## src/rtl/mm_write_arbiter.sv

```systemverilog
// Purpose: round-robin arbiter sharing the single matrix-memory write port among clients_p block writers.
// Latency: accept T, write strobe T+1, done pulse one cycle after memory ready is seen (T+3 at best).
// Backpressure: one write in flight; req_ready_o stays low while busy or while memory is not ready.
//
// Ports:
//   clk_i, reset_i            clock, synchronous active-high reset
//   req_v_i / req_ready_o     per-client request handshake (ready is one-hot on the round-robin winner)
//   req_addr_x_i/_y_i/data_i  per-client 4x4 block address and cell mask
//   done_o                    per-client one-cycle completion pulse
//   busy_o                    high whenever a write is being processed
//   mm_write_*_o              memory write address, mask and one-cycle strobe
//   mm_is_ready_i             memory idle / previous write finished
module mm_write_arbiter #(
  parameter int width_p   = 16,
  parameter int height_p  = 32,
  parameter int clients_p = 3   // must be >= 2; index 0 is the commit executor
) (
  input  logic                                          clk_i,
  input  logic                                          reset_i,
  input  logic [clients_p-1:0]                          req_v_i,
  output logic [clients_p-1:0]                          req_ready_o,
  input  logic [clients_p-1:0][$clog2(width_p)-1:0]     req_addr_x_i,
  input  logic [clients_p-1:0][$clog2(height_p)-1:0]    req_addr_y_i,
  input  logic [clients_p-1:0][3:0][3:0]                req_data_i,
  output logic [clients_p-1:0]                          done_o,
  output logic                                          busy_o,
  output logic [$clog2(width_p)-1:0]                    mm_write_addr_x_o,
  output logic [$clog2(height_p)-1:0]                   mm_write_addr_y_o,
  output logic [3:0][3:0]                               mm_write_data_o,
  output logic                                          mm_write_v_o,
  input  logic                                          mm_is_ready_i
);

  localparam int x_w   = $clog2(width_p);
  localparam int y_w   = $clog2(height_p);
  localparam int ptr_w = $clog2(clients_p);

  // Client count at one extra bit so the wrap compare never truncates.
  localparam logic [ptr_w:0] clients_c = (ptr_w+1)'(clients_p);

  typedef enum logic [1:0] {
    eIDLE,
    eIssue,
    eWait,
    eDone
  } state_e;

  state_e                  state_q, state_d;
  logic [ptr_w-1:0]        rr_ptr_q, rr_ptr_d;
  logic [ptr_w-1:0]        owner_q, owner_d;
  logic [x_w-1:0]          hold_x_q, hold_x_d;
  logic [y_w-1:0]          hold_y_q, hold_y_d;
  logic [3:0][3:0]         hold_data_q, hold_data_d;

  // Round-robin scan support.
  logic [clients_p-1:0][ptr_w-1:0] scan_idx;
  logic [ptr_w:0]                  scan_sum;
  logic                            win_found;
  logic [ptr_w-1:0]                win_idx;
  logic [clients_p-1:0]            win_oh;

  // scan_idx[k] is the client checked at priority position k: (rr_ptr + k) mod clients_p.
  // The wrap is an explicit subtract so non-power-of-two client counts rotate correctly.
  always_comb begin
    scan_idx = '0;
    scan_sum = '0;
    for (int k = 0; k < clients_p; k++) begin
      scan_sum = {1'b0, rr_ptr_q} + (ptr_w+1)'(k);
      if (scan_sum >= clients_c) begin
        scan_sum = scan_sum - clients_c;
      end
      scan_idx[k] = scan_sum[ptr_w-1:0];
    end
  end

  // First requesting client in priority order wins.
  always_comb begin
    win_found = 1'b0;
    win_idx   = '0;
    for (int k = 0; k < clients_p; k++) begin
      for (int i = 0; i < clients_p; i++) begin
        if (!win_found && req_v_i[i] && (scan_idx[k] == ptr_w'(i))) begin
          win_found = 1'b1;
          win_idx   = ptr_w'(i);
        end
      end
    end
  end

  always_comb begin
    win_oh = '0;
    for (int i = 0; i < clients_p; i++) begin
      win_oh[i] = win_found && (win_idx == ptr_w'(i));
    end
  end

  // Next-state and outputs.
  always_comb begin
    state_d      = state_q;
    rr_ptr_d     = rr_ptr_q;
    owner_d      = owner_q;
    hold_x_d     = hold_x_q;
    hold_y_d     = hold_y_q;
    hold_data_d  = hold_data_q;
    req_ready_o  = '0;
    done_o       = '0;
    mm_write_v_o = 1'b0;

    case (state_q)
      eIDLE: begin
        // Payload is only sampled on the accept cycle; until then the
        // client owns it and may change or withdraw it freely.
        if (mm_is_ready_i && win_found) begin
          req_ready_o = win_oh;
          owner_d     = win_idx;
          hold_x_d    = req_addr_x_i[win_idx];
          hold_y_d    = req_addr_y_i[win_idx];
          hold_data_d = req_data_i[win_idx];
          state_d     = eIssue;
        end
      end

      eIssue: begin
        // Memory readiness is deliberately ignored here: a ready level left
        // over from before the strobe must not complete this write.
        mm_write_v_o = 1'b1;
        state_d      = eWait;
      end

      eWait: begin
        if (mm_is_ready_i) begin
          state_d = eDone;
        end
      end

      eDone: begin
        for (int i = 0; i < clients_p; i++) begin
          done_o[i] = (owner_q == ptr_w'(i));
        end
        // The finished client drops to lowest priority.
        rr_ptr_d = (owner_q == ptr_w'(clients_p - 1)) ? '0 : owner_q + 1'b1;
        state_d  = eIDLE;
      end

      default: begin
        state_d = eIDLE;
      end
    endcase
  end

  always_ff @(posedge clk_i) begin
    if (reset_i) begin
      state_q     <= eIDLE;
      rr_ptr_q    <= '0;
      owner_q     <= '0;
      hold_x_q    <= '0;
      hold_y_q    <= '0;
      hold_data_q <= '0;
    end else begin
      state_q     <= state_d;
      rr_ptr_q    <= rr_ptr_d;
      owner_q     <= owner_d;
      hold_x_q    <= hold_x_d;
      hold_y_q    <= hold_y_d;
      hold_data_q <= hold_data_d;
    end
  end

  // Holding registers drive the port directly, so the address and mask stay
  // stable from the strobe until the done pulse.
  assign mm_write_addr_x_o = hold_x_q;
  assign mm_write_addr_y_o = hold_y_q;
  assign mm_write_data_o   = hold_data_q;
  assign busy_o            = (state_q != eIDLE);

endmodule

```

## config.mk

```make
export PLATFORM = sky130hd
export DESIGN_NAME = mm_write_arbiter
export DESIGN_NICKNAME = d
export VERILOG_FILES = /design/src/rtl/mm_write_arbiter.sv
export SDC_FILE = /design/constraint.sdc
export NUM_CORES = 1
export LEC_CHECK = 0
export ABC_AREA = 0
export BUFFER_PORTS_ARGS = -buffer_cell sky130_fd_sc_hd__buf_2
export CORE_MARGIN = 5
export CORE_UTILIZATION = 29
export CTS_CLUSTER_DIAMETER = 40
export DETAILED_ROUTE_END_ITERATION = 16
export GPL_ROUTABILITY_DRIVEN = 0
export GPL_TIMING_DRIVEN = 0
export SYNTH_ARGS = -nofsm -noshare
export SYNTH_HDL_FRONTEND = slang
export SYNTH_SLANG_ARGS = --single-unit
```

## constraint.sdc

```tcl
create_clock -name clk_i -period 2 [get_ports clk_i]
set_input_delay 0.4 -clock clk_i [delete_from_list [all_inputs] [get_ports clk_i]]
set_output_delay 0.4 -clock clk_i [all_outputs]
set_load 0.005 [all_outputs]
```

==> results.json <==
{
  "fp-row-count": 27,
  "final_util_pct": 49.5,
  "min_path_type": "in2reg",
  "wl_per_cell_um": 14.2,
  "cpPeakStageDelay_ns": 0.38,
  "fin_crit_ns": 2.21,
  "reg2reg_slack_ns": 0.05,
  "clock_skew_ns": 0.00674,
  "synth_xor_area_share_pct": 0,
  "numPortBuffers": 112,
  "vias_per_cell": 4.82,
  "postLayoutSetupSlackWorst_ns": -0.208,
  "startpoint_type": "register",
  "synth-seq-cells": 31,
  "dr.pass1.iters": 4,
  "yosys.area_share.simple_pct": 13.3,
  "violations": "setup timing",
  "htree_levels": 2,
  "die_x_um": 85.9,
  "slew_viol_final": 0,
  "vias": 1994,
  "r2r_end": "mm_write_addr_y_o[0]",
  "ys_seq_area_share_pct": 37.1,
  "antenna_found_initial": 0,
  "instances_no_fill": 414,
  "endpoint_kind": "output port",
  "worst-path-buf-inv": 5,
  "syn2layout_area_growth_pct": 64.1,
  "cp_max_fo": 6,
  "drive_above_1_share_pct": 49.7,
  "clk_latency_ns": 0.28,
  "outcome": "complete, but fails checks",
  "wirelength_um": 5880,
  "cp-startpoint": "rr_ptr_q[0]",
  "die_h_um": 85.9,
  "synth.avg_cell_area_sq_um": 8.28,
  "setup_tns_ns": -0.515,
  "synth_top_family_by_area": "compound AO/OA/AOI/OAI gates",
  "drc_errors": 0,
  "finalCritPeriodShare_pct": 110,
  "initialDrtViolationCount": 22,
  "synth_area_sq_um": 1670,
  "grt.overflow.total": 0,
  "initial_core_util_pct": 30.2,
  "min_from": "req_data_i[29]",
  "maxCapViolations": 0,
  "die_area_sq_um": 7380,
  "min_to": "mm_write_data_o[13]",
  "ant_nets": 0,
  "reg2reg_depth": 9,
  "crit_family": "buffers and inverters",
  "synthAdderAreaFrac_pct": 4.49,
  "dp_cells": 386,
  "timing_worst_slew_pin_value_ns": 0.495,
  "rsz0062_at_grt": "true",
  "setup_viol": 3,
  "holdWs_ns": 0.395,
  "clkTransAtPathRegs_ns": 0.06,
  "final-hold-violation-count": 0,
  "ios": 114,
  "synth_nets": 289,
  "yosys_warnings": 0,
  "grt.total_usage_pct": 16.2,
  "tritoncts": "yes",
  "ir_worst_vdd_uv": 448,
  "p_per_area_nw_per_um2": 885,
  "synthDistinctLibCells": 31,
  "holdPathStages": 3,
  "dp_hpwl_um": 4380,
  "clock_sinks": 31,
  "cts_made_buffers": 5,
  "cts_root_buffer": "clkbuf_8",
  "cp_cell_sequence": "inv_4, ha_4, or2_1, a32oi_2, buf_6, buf_4, buf_8, nor2_4, buf_2",
  "stdcell_area_sq_um": 2740,
  "finalNetCount": 430,
  "grt_pass1_wl_um": 9640,
  "diodes": 0,
  "max-slew-margin-rel_pct": 67.0,
  "place_area_sq_um": 2340,
  "synthCells": 202,
  "p_leak_nw": 1.31,
  "fmax_mhz": 453,
  "core_sq_um": 5540,
  "grt_start_max_net_pins": 11,
  "path_class": "reg2out",
  "cp_slowest_cell": "dfxtp_4",
  "grt_pass1_vias": 2044,
  "clockBufferDepth": 2,
  "synthMuxAreaShare_pct": 4.79,
  "cp_data_required_time_ns": 1.60,
  "arrival_ns": 1.81,
  "synth_compound_area_share_pct": 34.0,
  "timing.rr.start": "rr_ptr_q[0]"
}
==> final cells by class <==
class	count	area (sq um)
sequential	31	628
inverter	7	28.8
multi-input combinational	149	1040
clock buffer	6	72.6
fill	584	2800
buffer	15	151
tap	72	90.1
timing repair buffer	134	737
==> timing repair <==
action,4_1_cts,5_1_grt
hold buffers,0,0
endpoints found under the setup margin,30,27
setup buffers,14,9
hold endpoints to repair,0,0
resized for setup,30,18
pin swaps,5,9
==> cells in the mapped netlist (all sizes together) <==
cell	count	area, sq um
ha	6	75.1
o32ai	1	8.76
nor2	15	58.8
a211o	7	61.3
nor2b	1	6.26
inv	7	26.3
dfxtp	31	621
o21ai	18	90.1
or3	1	6.26
nor3b	2	15.0
and2	1	6.26
o21bai	2	15.0
nand3	1	5.00
and3b	1	8.76
mux2i	8	80.1
a32oi	1	16.3
a31oi	1	21.3
clkbuf	6	22.5
a21oi	31	155
nor3	1	5.00
or2	1	6.26
o31a	1	8.76
buf	9	56.3
o2111ai	1	15.0
nand2	28	105
a221oi	1	8.76
o21ba	1	10.0
o221ai	18	158
==> stage by stage <==
step	power, W	worst slack [ns]
final	0.00243	-0.208
after global routing	0.00264	-0.300
after CTS	0.00241	-0.237
after detailed placement	0.00179	-0.459
after global placement	0.00177	-0.440
after floorplan	0.00140	0.00499
==> layer usage <==
layer  vias to the layer above  track usage (%)  share of wire (%)  wire length [um]
li1                       1022                -                  -                 -
met1                       901             18.7                 42              2450
met2                        63             28.0                 49              2880
met3                         8             5.86                8.1               476
met4                         0             4.32                1.3                75
met5                         -                0                  0                 0
==> how the worst max path moves through the flow <==
stage                     endpoint  slack [ns]  cells after the start
floorplan           req_ready_o[0]       0.005                      7
global placement    req_ready_o[2]       -0.44                      7
detailed placement  req_ready_o[2]       -0.46                      7
CTS                 req_ready_o[0]       -0.24                      8
global route        req_ready_o[0]       -0.30                      8
finish              req_ready_o[1]       -0.21                      9
==> cell families (layout without fill, tap and decap cells) <==
| kind of cell | after synthesis | count (layout) |
|---|---|---|
| adders and majority gates | 6 | 6 |
| and+or+nand+nor | 52 | 52 |
| muxes | 8 | 8 |
| DFF | 31 | 31 |
| buffers and inverters | 22 | 162 |
| AOI/OAI and AO/OA | 83 | 83 |
==> sequential cells by signal, indices dropped and copies added (netlist names) <==
name	count
state_q	2
rr_ptr_q	2
mm_write_addr_y_o	5
owner_q	2
mm_write_data_o	16
mm_write_addr_x_o	4
==> report_power, final <==
group	total [W]	internal [W]	switching, W
clock	0.000441	0.000231	0.000209
sequential	0.000849	0.000770	0.0000796
combinational	0.00114	0.000588	0.000550
==> worst min-delay path: stages <==
cell	delay, ns
buf_2	0.07
a21oi_1	0.05
o21ai_1	0.11
==> cells in the final DEF (no fill, tap or decap), types with 4 or more instances in the layout <==
| master | instances |
|---|---|
| buf_8 | 5 |
| ha_1 | 4 |
| buf_6 | 5 |
| a21oi_1 | 28 |
| o221ai_1 | 18 |
| o21ai_1 | 18 |
| mux2i_1 | 7 |
| buf_2 | 113 |
| inv_1 | 5 |
| dfxtp_1 | 29 |
| nor2_1 | 12 |
| nand2_1 | 28 |
| buf_4 | 20 |
| a211o_1 | 7 |
| clkbuf_8 | 6 |
No activity file was read; power rests on OpenSTA's default activity.
